`config.mk`:
```
export PLATFORM = sky130hd
export DESIGN_NAME = reservation_station_mc_flat
export DESIGN_NICKNAME = d
export VERILOG_FILES = /design/src/rtl/reservation_station_mc_if.sv /design/src/rtl/reservation_station_mc.sv /design/src/flat_wrapper.sv
export SDC_FILE = /design/constraint.sdc
export NUM_CORES = 2
export LEC_CHECK = 0
export ABC_AREA = 1
export CAP_MARGIN = 20
export CORE_MARGIN = 3
export CORE_UTILIZATION = 35
export CTS_CLUSTER_DIAMETER = 120
export CTS_CLUSTER_SIZE = 10
export DETAILED_ROUTE_END_ITERATION = 8
export GPL_TIMING_DRIVEN = 0
export PLACE_DENSITY = 0.59
export SETUP_SLACK_MARGIN = 0.02
export SLEW_MARGIN = 40
export SYNTH_ARGS = -nofsm -noshare
export SYNTH_HDL_FRONTEND = slang
export SYNTH_SLANG_ARGS = --single-unit
export TNS_END_PERCENT = 5
```
`constraint.sdc`:
```
create_clock -name clk -period 57.4 [get_ports clk]
set_clock_uncertainty 0.15 [all_clocks]
set_input_delay 11.48 -clock clk [delete_from_list [all_inputs] [get_ports clk]]
set_output_delay 11.48 -clock clk [all_outputs]
set_load 0.005 [all_outputs]
```
`src/rtl/reservation_station_mc_if.sv`:
```
`default_nettype none
// =====================================================================
// reservation_station_mc_if : allocation, CDB snoop and issue bundle   | rev 1.0
// =====================================================================
interface reservation_station_mc_if #(
    parameter int DEPTH      = 8,
    parameter int DATA_WIDTH = 32,
    parameter int ROB_WIDTH  = 4,
    parameter int OP_WIDTH   = 6,
    parameter int CDB_COUNT  = 2
);
    localparam int FC_W = $clog2(DEPTH + 1);

    logic                            alloc_valid;
    logic [OP_WIDTH-1:0]             alloc_op;
    logic [ROB_WIDTH-1:0]            alloc_Qj;
    logic [ROB_WIDTH-1:0]            alloc_Qk;
    logic [DATA_WIDTH-1:0]           alloc_Vj;
    logic [DATA_WIDTH-1:0]           alloc_Vk;
    logic [DATA_WIDTH-1:0]           alloc_pc;
    logic [DATA_WIDTH-1:0]           alloc_imm;
    logic [ROB_WIDTH-1:0]            alloc_rd_rob;
    logic                            alloc_has_rd;

    logic [CDB_COUNT-1:0]            cdb_valid;
    logic [CDB_COUNT*ROB_WIDTH-1:0]  cdb_tag;
    logic [CDB_COUNT*DATA_WIDTH-1:0] cdb_data;

    logic                            has_capacity;
    logic [FC_W-1:0]                 free_count;

    logic                            issue_valid;
    logic                            issue_ready;
    logic [OP_WIDTH-1:0]             issue_op;
    logic [DATA_WIDTH-1:0]           issue_Vj;
    logic [DATA_WIDTH-1:0]           issue_Vk;
    logic [DATA_WIDTH-1:0]           issue_pc;
    logic [DATA_WIDTH-1:0]           issue_imm;
    logic [ROB_WIDTH-1:0]            issue_rob_tag;

    modport master (
        output alloc_valid, alloc_op, alloc_Qj, alloc_Qk, alloc_Vj, alloc_Vk,
               alloc_pc, alloc_imm, alloc_rd_rob, alloc_has_rd,
               cdb_valid, cdb_tag, cdb_data, issue_ready,
        input  has_capacity, free_count, issue_valid, issue_op, issue_Vj,
               issue_Vk, issue_pc, issue_imm, issue_rob_tag
    );

    modport slave (
        input  alloc_valid, alloc_op, alloc_Qj, alloc_Qk, alloc_Vj, alloc_Vk,
               alloc_pc, alloc_imm, alloc_rd_rob, alloc_has_rd,
               cdb_valid, cdb_tag, cdb_data, issue_ready,
        output has_capacity, free_count, issue_valid, issue_op, issue_Vj,
               issue_Vk, issue_pc, issue_imm, issue_rob_tag
    );
endinterface
`default_nettype wire

```
`src/rtl/reservation_station_mc.sv`:
```
`default_nettype none
// =====================================================================
// reservation_station_mc : multi-CDB reservation station, oldest-ready issue | rev 1.0
// =====================================================================
module reservation_station_mc #(
    parameter int DEPTH      = 8,
    parameter int DATA_WIDTH = 32,
    parameter int ROB_WIDTH  = 4,
    parameter int OP_WIDTH   = 6,
    parameter int CDB_COUNT  = 2
) (
    input  logic clk,
    input  logic rst,
    input  logic ena,
    input  logic flush,
    reservation_station_mc_if.slave bus
);
    localparam int IDX_W = $clog2(DEPTH);
    localparam int FC_W  = $clog2(DEPTH + 1);
    localparam logic [FC_W-1:0] DEPTH_CNT = FC_W'(DEPTH);

    typedef logic [ROB_WIDTH-1:0]  tag_t;
    typedef logic [DATA_WIDTH-1:0] data_t;

    logic [DEPTH-1:0]            busy_q;
    logic [OP_WIDTH-1:0]         op_q  [DEPTH];
    tag_t                        qj_q  [DEPTH];
    tag_t                        qk_q  [DEPTH];
    tag_t                        rob_q [DEPTH];
    data_t                       vj_q  [DEPTH];
    data_t                       vk_q  [DEPTH];
    data_t                       pc_q  [DEPTH];
    data_t                       imm_q [DEPTH];
    // older_q[i][j] set: entry j was allocated before entry i and is still live
    logic [DEPTH-1:0][DEPTH-1:0] older_q;
    logic [FC_W-1:0]             free_count_q;
    logic [FC_W-1:0]             free_count_d;

    logic                        issue_valid_q;
    logic [OP_WIDTH-1:0]         issue_op_q;
    data_t                       issue_vj_q;
    data_t                       issue_vk_q;
    data_t                       issue_pc_q;
    data_t                       issue_imm_q;
    tag_t                        issue_rob_q;

    logic [DEPTH-1:0]            w_ready;
    logic [DEPTH-1:0]            w_sel_oh;
    logic [IDX_W-1:0]            w_sel_idx;
    logic [IDX_W-1:0]            w_free_idx;
    logic                        w_has_cap;
    logic                        w_alloc;
    logic                        w_load;
    logic [DATA_WIDTH:0]         w_alloc_j;
    logic [DATA_WIDTH:0]         w_alloc_k;
    logic [DATA_WIDTH:0]         w_wake_j [DEPTH];
    logic [DATA_WIDTH:0]         w_wake_k [DEPTH];

    // Returns {hit, value}; iterating downwards lets the lowest channel win.
    function automatic logic [DATA_WIDTH:0] f_snoop(
        input tag_t                            tag,
        input data_t                           val,
        input logic [CDB_COUNT-1:0]            cv,
        input logic [CDB_COUNT*ROB_WIDTH-1:0]  ct,
        input logic [CDB_COUNT*DATA_WIDTH-1:0] cd
    );
        logic [DATA_WIDTH:0] r;
        r = {1'b0, val};
        for (int c = CDB_COUNT - 1; c >= 0; c--) begin
            if (cv[c] && (tag != '0) && (ct[c*ROB_WIDTH +: ROB_WIDTH] == tag))
                r = {1'b1, cd[c*DATA_WIDTH +: DATA_WIDTH]};
        end
        return r;
    endfunction

    always_comb begin
        w_ready    = '0;
        w_sel_oh   = '0;
        w_sel_idx  = '0;
        w_free_idx = '0;
        for (int i = 0; i < DEPTH; i++)
            w_ready[i] = busy_q[i] && (qj_q[i] == '0) && (qk_q[i] == '0);
        for (int i = 0; i < DEPTH; i++) begin
            if (w_ready[i] && ((older_q[i] & w_ready) == '0)) begin
                w_sel_oh[i] = 1'b1;
                w_sel_idx   = IDX_W'(i);
            end
        end
        for (int i = DEPTH - 1; i >= 0; i--)
            if (!busy_q[i]) w_free_idx = IDX_W'(i);
    end

    always_comb begin
        for (int i = 0; i < DEPTH; i++) begin
            w_wake_j[i] = f_snoop(qj_q[i], vj_q[i], bus.cdb_valid, bus.cdb_tag, bus.cdb_data);
            w_wake_k[i] = f_snoop(qk_q[i], vk_q[i], bus.cdb_valid, bus.cdb_tag, bus.cdb_data);
        end
    end

    assign w_alloc_j    = f_snoop(bus.alloc_Qj, bus.alloc_Vj, bus.cdb_valid, bus.cdb_tag, bus.cdb_data);
    assign w_alloc_k    = f_snoop(bus.alloc_Qk, bus.alloc_Vk, bus.cdb_valid, bus.cdb_tag, bus.cdb_data);
    assign w_has_cap    = (free_count_q != '0);
    assign w_alloc      = bus.alloc_valid & w_has_cap & ena & ~flush;
    assign w_load       = ena & ~flush & (|w_ready) & (~issue_valid_q | bus.issue_ready);
    assign free_count_d = free_count_q - FC_W'(w_alloc) + FC_W'(w_load);

    always_ff @(posedge clk or posedge rst) begin
        if (rst) begin
            busy_q  <= '0;
            older_q <= '0;
            for (int i = 0; i < DEPTH; i++) begin
                op_q[i]  <= '0;
                qj_q[i]  <= '0;
                qk_q[i]  <= '0;
                rob_q[i] <= '0;
                vj_q[i]  <= '0;
                vk_q[i]  <= '0;
                pc_q[i]  <= '0;
                imm_q[i] <= '0;
            end
        end else if (flush) begin
            busy_q  <= '0;
            older_q <= '0;
        end else begin
            for (int i = 0; i < DEPTH; i++) begin
                if (w_wake_j[i][DATA_WIDTH]) begin
                    qj_q[i] <= '0;
                    vj_q[i] <= w_wake_j[i][DATA_WIDTH-1:0];
                end
                if (w_wake_k[i][DATA_WIDTH]) begin
                    qk_q[i] <= '0;
                    vk_q[i] <= w_wake_k[i][DATA_WIDTH-1:0];
                end
                if (w_load && w_sel_oh[i])
                    busy_q[i] <= 1'b0;
                // The new entry is younger than every entry surviving this edge.
                if (w_alloc && (w_free_idx == IDX_W'(i))) begin
                    busy_q[i]  <= 1'b1;
                    op_q[i]    <= bus.alloc_op;
                    qj_q[i]    <= w_alloc_j[DATA_WIDTH] ? '0 : bus.alloc_Qj;
                    qk_q[i]    <= w_alloc_k[DATA_WIDTH] ? '0 : bus.alloc_Qk;
                    vj_q[i]    <= w_alloc_j[DATA_WIDTH-1:0];
                    vk_q[i]    <= w_alloc_k[DATA_WIDTH-1:0];
                    pc_q[i]    <= bus.alloc_pc;
                    imm_q[i]   <= bus.alloc_imm;
                    rob_q[i]   <= bus.alloc_has_rd ? bus.alloc_rd_rob : '0;
                    older_q[i] <= busy_q & ~(w_load ? w_sel_oh : '0);
                end
                if (w_alloc)
                    older_q[i][w_free_idx] <= 1'b0;
            end
        end
    end

    always_ff @(posedge clk or posedge rst) begin
        if (rst) begin
            free_count_q  <= DEPTH_CNT;
            issue_valid_q <= 1'b0;
            issue_op_q    <= '0;
            issue_vj_q    <= '0;
            issue_vk_q    <= '0;
            issue_pc_q    <= '0;
            issue_imm_q   <= '0;
            issue_rob_q   <= '0;
        end else if (flush) begin
            free_count_q  <= DEPTH_CNT;
            issue_valid_q <= 1'b0;
        end else begin
            free_count_q <= free_count_d;
            if (w_load) begin
                issue_valid_q <= 1'b1;
                issue_op_q    <= op_q[w_sel_idx];
                issue_vj_q    <= vj_q[w_sel_idx];
                issue_vk_q    <= vk_q[w_sel_idx];
                issue_pc_q    <= pc_q[w_sel_idx];
                issue_imm_q   <= imm_q[w_sel_idx];
                issue_rob_q   <= rob_q[w_sel_idx];
            end else if (issue_valid_q && bus.issue_ready) begin
                issue_valid_q <= 1'b0;
            end
        end
    end

    assign bus.has_capacity  = w_has_cap;
    assign bus.free_count    = free_count_q;
    assign bus.issue_valid   = issue_valid_q;
    assign bus.issue_op      = issue_op_q;
    assign bus.issue_Vj      = issue_vj_q;
    assign bus.issue_Vk      = issue_vk_q;
    assign bus.issue_pc      = issue_pc_q;
    assign bus.issue_imm     = issue_imm_q;
    assign bus.issue_rob_tag = issue_rob_q;
endmodule
`default_nettype wire

```
`src/flat_wrapper.sv`:
```
// flat-port wrapper written by rule: the top's interface ports become plain ports
module reservation_station_mc_flat 
#(
    parameter int DEPTH      = 8,
    parameter int DATA_WIDTH = 32,
    parameter int ROB_WIDTH  = 4,
    parameter int OP_WIDTH   = 6,
    parameter int CDB_COUNT  = 2
)
  (clk, rst, ena, flush, bus_alloc_valid, bus_alloc_op, bus_alloc_Qj, bus_alloc_Qk, bus_alloc_Vj, bus_alloc_Vk, bus_alloc_pc, bus_alloc_imm, bus_alloc_rd_rob, bus_alloc_has_rd, bus_cdb_valid, bus_cdb_tag, bus_cdb_data, bus_issue_ready, bus_has_capacity, bus_free_count, bus_issue_valid, bus_issue_op, bus_issue_Vj, bus_issue_Vk, bus_issue_pc, bus_issue_imm, bus_issue_rob_tag);
  reservation_station_mc_if #(.DEPTH(DEPTH), .DATA_WIDTH(DATA_WIDTH), .ROB_WIDTH(ROB_WIDTH), .OP_WIDTH(OP_WIDTH), .CDB_COUNT(CDB_COUNT)) bus_i ();
  input  logic clk;
  input  logic rst;
  input  logic ena;
  input  logic flush;
  input wire logic [$bits(bus_i.alloc_valid)-1:0] bus_alloc_valid;
  input wire logic [$bits(bus_i.alloc_op)-1:0] bus_alloc_op;
  input wire logic [$bits(bus_i.alloc_Qj)-1:0] bus_alloc_Qj;
  input wire logic [$bits(bus_i.alloc_Qk)-1:0] bus_alloc_Qk;
  input wire logic [$bits(bus_i.alloc_Vj)-1:0] bus_alloc_Vj;
  input wire logic [$bits(bus_i.alloc_Vk)-1:0] bus_alloc_Vk;
  input wire logic [$bits(bus_i.alloc_pc)-1:0] bus_alloc_pc;
  input wire logic [$bits(bus_i.alloc_imm)-1:0] bus_alloc_imm;
  input wire logic [$bits(bus_i.alloc_rd_rob)-1:0] bus_alloc_rd_rob;
  input wire logic [$bits(bus_i.alloc_has_rd)-1:0] bus_alloc_has_rd;
  input wire logic [$bits(bus_i.cdb_valid)-1:0] bus_cdb_valid;
  input wire logic [$bits(bus_i.cdb_tag)-1:0] bus_cdb_tag;
  input wire logic [$bits(bus_i.cdb_data)-1:0] bus_cdb_data;
  input wire logic [$bits(bus_i.issue_ready)-1:0] bus_issue_ready;
  output wire logic [$bits(bus_i.has_capacity)-1:0] bus_has_capacity;
  output wire logic [$bits(bus_i.free_count)-1:0] bus_free_count;
  output wire logic [$bits(bus_i.issue_valid)-1:0] bus_issue_valid;
  output wire logic [$bits(bus_i.issue_op)-1:0] bus_issue_op;
  output wire logic [$bits(bus_i.issue_Vj)-1:0] bus_issue_Vj;
  output wire logic [$bits(bus_i.issue_Vk)-1:0] bus_issue_Vk;
  output wire logic [$bits(bus_i.issue_pc)-1:0] bus_issue_pc;
  output wire logic [$bits(bus_i.issue_imm)-1:0] bus_issue_imm;
  output wire logic [$bits(bus_i.issue_rob_tag)-1:0] bus_issue_rob_tag;
  assign bus_i.alloc_valid = bus_alloc_valid;
  assign bus_i.alloc_op = bus_alloc_op;
  assign bus_i.alloc_Qj = bus_alloc_Qj;
  assign bus_i.alloc_Qk = bus_alloc_Qk;
  assign bus_i.alloc_Vj = bus_alloc_Vj;
  assign bus_i.alloc_Vk = bus_alloc_Vk;
  assign bus_i.alloc_pc = bus_alloc_pc;
  assign bus_i.alloc_imm = bus_alloc_imm;
  assign bus_i.alloc_rd_rob = bus_alloc_rd_rob;
  assign bus_i.alloc_has_rd = bus_alloc_has_rd;
  assign bus_i.cdb_valid = bus_cdb_valid;
  assign bus_i.cdb_tag = bus_cdb_tag;
  assign bus_i.cdb_data = bus_cdb_data;
  assign bus_i.issue_ready = bus_issue_ready;
  assign bus_has_capacity = bus_i.has_capacity;
  assign bus_free_count = bus_i.free_count;
  assign bus_issue_valid = bus_i.issue_valid;
  assign bus_issue_op = bus_i.issue_op;
  assign bus_issue_Vj = bus_i.issue_Vj;
  assign bus_issue_Vk = bus_i.issue_Vk;
  assign bus_issue_pc = bus_i.issue_pc;
  assign bus_issue_imm = bus_i.issue_imm;
  assign bus_issue_rob_tag = bus_i.issue_rob_tag;
  reservation_station_mc #(.DEPTH(DEPTH), .DATA_WIDTH(DATA_WIDTH), .ROB_WIDTH(ROB_WIDTH), .OP_WIDTH(OP_WIDTH), .CDB_COUNT(CDB_COUNT)) u_core (.clk(clk), .rst(rst), .ena(ena), .flush(flush), .bus(bus_i));
endmodule
```
==> reports/qor.txt <==
Synth top area share -> 44.7%
Seq/Total Area, Yosys -> 44.8%
RePlAce Congestion -> 1.07
Initial Util -> 35.4%
Die Area -> 227000 µm²
Final Cycle Share -> 27.2%
Die span in x -> 476 µm
NetSw -> 1.18 mW
Longest Clk Path Bufs -> 3
GRT Util Overall -> 41.3%
Hold Fails Final Rpt -> 0
Fin area -> 90600 µm²
Dominant synthesized flop cell -> dfrtp_1
Initial antenna violation count -> 49
Yosys cell types -> 60
Yosys top cell by area -> dfrtp_1
HPWL after detailed placement -> 368 mm
DRC Markers -> 0
Min Tclk post-route -> 15.61 ns
Fmax -> 64.0 MHz
Startpoint types -> primary input
ANT nets after route -> 0
Pwr Density -> 35.4 nW/µm²
Reg2reg path depth -> 17
WHS Path Cells -> 2
Crit path capture type -> register
Grt ovf -> 0
Setup violators final -> 0
Synth cell count leaders -> nand2_1 (2256), nand3_1 (1506), dfrtp_1 (1382), inv_1 (1350), o21ai_0 (1183)
Initial drt markers -> 12900
Min-Delay Path Class -> register to register
Synth Instances -> 10700
CP max FO -> 10
Final setup TNS -> 0 ns
RSZ-0062 raised after global routing -> no
Clk network pwr share -> 29.2%
Kind of critical path -> primary input to register
Row Count -> 171
Synthesized area per cell -> 7.23 µm²
Routed WL per cell -> 33.6 µm
Vias post-DR -> 86700
Number of global-route vias before repair -> 80100
Area Growth Syn to Fin -> 17.2%
Status -> completed
Worst setup margin -> 41.79 ns
CTS tree -> built
Slew @ Worst Pin -> 1.02 ns
DP Worst Slack -> 41.12 ns
Port-buffer cells -> 362
Fraction of layout cells with a size suffix above 1 -> 7.54%
Cell with the most instances after synthesis -> nand2_1
Total power draw -> 3.21 mW
Netlist area before placement -> 77300 µm²
Leak pwr -> 42.8 nW
Slew HR -> 32.2%
Worst-path clk slew -> 0.06 ns
DRT Pass-1 Iters -> 6
Final net count -> 11500
Routed wire length -> 480 mm
Ys Warns -> 0
# IOs -> 371
Min Hold Slack -> 0.325 ns
Worst EP arrival -> 16.20 ns
VDD IR max -> 0.0283 mV
CTS sink count -> 1383
Global-route wire length before repair -> 653 mm
CTS resizes -> 0
Area contributors post-synth -> dfrtp_1 (45%), nand2_1 (11%), nand3_1 (9.7%)
Cell Int Power -> 2.03 mW
Die height -> 476 µm
Seq pwr share -> 41.8%
Core Area -> 218000 µm²
CTS Hold Bufs -> 0
H-tree levels -> 4
Power share of the combinational group -> 29.0%
Synthesized Nets -> 10900
Max_cap viols -> 0
Post-synth EDFFs -> 0
Required @ worst endpoint -> 57.98 ns
Vias/cell -> 6.07
Later-pin clock latency in the skew report -> 0.83 ns
Final Slew Violations -> 0
Synth async-reset ratio -> 100%
Net Sw Frac -> 36.6%
Post-synthesis register bit count -> 1383
CTS buffer count -> 156
Post-DP Area -> 86300 µm²
Largest net degree at the start of global routing -> 80
CTS Root Buffer Type -> clkbuf_16
Post-CTS Setup Bufs -> 0
Fillers -> 23000
## state kept, by name, summed over array words and instances, names as in the netlist, 48 cells and up
register / flops
u_core.imm_q: 256
u_core.older_q: 64
u_core.op_q: 48
u_core.pc_q: 256
u_core.vj_q: 256
u_core.vk_q: 256
## final cells by class
| cell class | instances | area, µm² | area share (%) |
|---|---|---|---|
| inverter | 1399 | 5260 | 5.80 |
| sequential | 1383 | 34600 | 38.2 |
| multi-input combinational | 7015 | 33900 | 37.4 |
| clock buffer | 170 | 4020 | 4.43 |
| timing repair buffer | 416 | 4840 | 5.34 |
| clock inverter | 10 | 193 | 0.213 |
| antenna | 37 | 92.6 | 0.102 |
| buffer | 900 | 4040 | 4.46 |
| tap | 2941 | 3680 | 4.06 |
## power groups by stage
| stage | clock [mW] | combinational (mW) | sequential, mW |
|---|---|---|---|
| after global placement | 0 | 0.877 | 1.37 |
| after CTS | 0.941 | 0.904 | 1.34 |
| after global routing | 0.977 | 1.01 | 1.36 |
| after detailed placement | 0 | 0.900 | 1.35 |
| final | 0.938 | 0.930 | 1.34 |
| after floorplan | 0 | 0.545 | 1.33 |
## routing by layer
metal	global-route usage (%)	part of all wire (%)	wire, µm
met1	55.7	40	194000
met2	57.4	40	193000
met3	13.2	12	58900
met4	24.7	7.0	33800
met5	0	0.044	212
## cell usage in the layout, fill, tap and decap left out, types with 36 or more instances in the layout
master           count
o21ai_0           1182
o21ai_1             92
clkdlybuf4s50_1    362
buf_1               63
o22ai_1            195
nor2_1             375
nor3_1              70
o211ai_1           196
dfrtp_1           1382
nand3_1           1506
clkbuf_16          159
clkbuf_1           374
inv_2               45
a21oi_1            670
inv_1             1348
clkbuf_2           165
o21ai_2             40
nand2_1           2253
buf_16              36
buf_2              288
a31oi_1            139
diode_2             37
a211oi_1            90
## cell families after synthesis
family	share of synthesized area (%)
flops	44.8
xor+xnor	0.317
buf+inv	11.7
fa+ha+maj	0.107
compound gates	19.5
simple gates	23.7
## stage by stage
stage          cells  util, %
2_1_floorplan  10700        -
3_3_place_gp   14000     38.7
3_5_place_dp   14000     39.5
4_1_cts        14200     41.4
5_1_grt        14200     41.5
6_report       14300     41.5
## critical path, cell delays in order
cell and delay [ns]:
clkbuf_1 0.63, clkinv_1 0.72, a21oi_1 0.31, nand4_1 0.76, nand2_1 0.24, nand2_1 0.35, nand2_1 0.64, clkbuf_1 0.68
o211ai_1 0.22, o21ai_0 0.13
## worst paths after layout
path,from,end,slack (ns)
worst max-delay path,bus_cdb_valid[1],u_core.vk_q[211],41.79
worst min-delay path,u_core.bus.issue_pc[3],u_core.bus.issue_pc[3],0.33
worst max register to register,u_core.qj_q[20],u_core.bus.issue_Vj[30],52.23
worst min register to register,u_core.bus.issue_pc[3],u_core.bus.issue_pc[3],0.33
max in group asynchronous,rst,u_core.pc_q[88],43.93
min in group asynchronous,rst,u_core.bus.issue_Vk[25],10.92
Power figures use the tool's default switching activity.
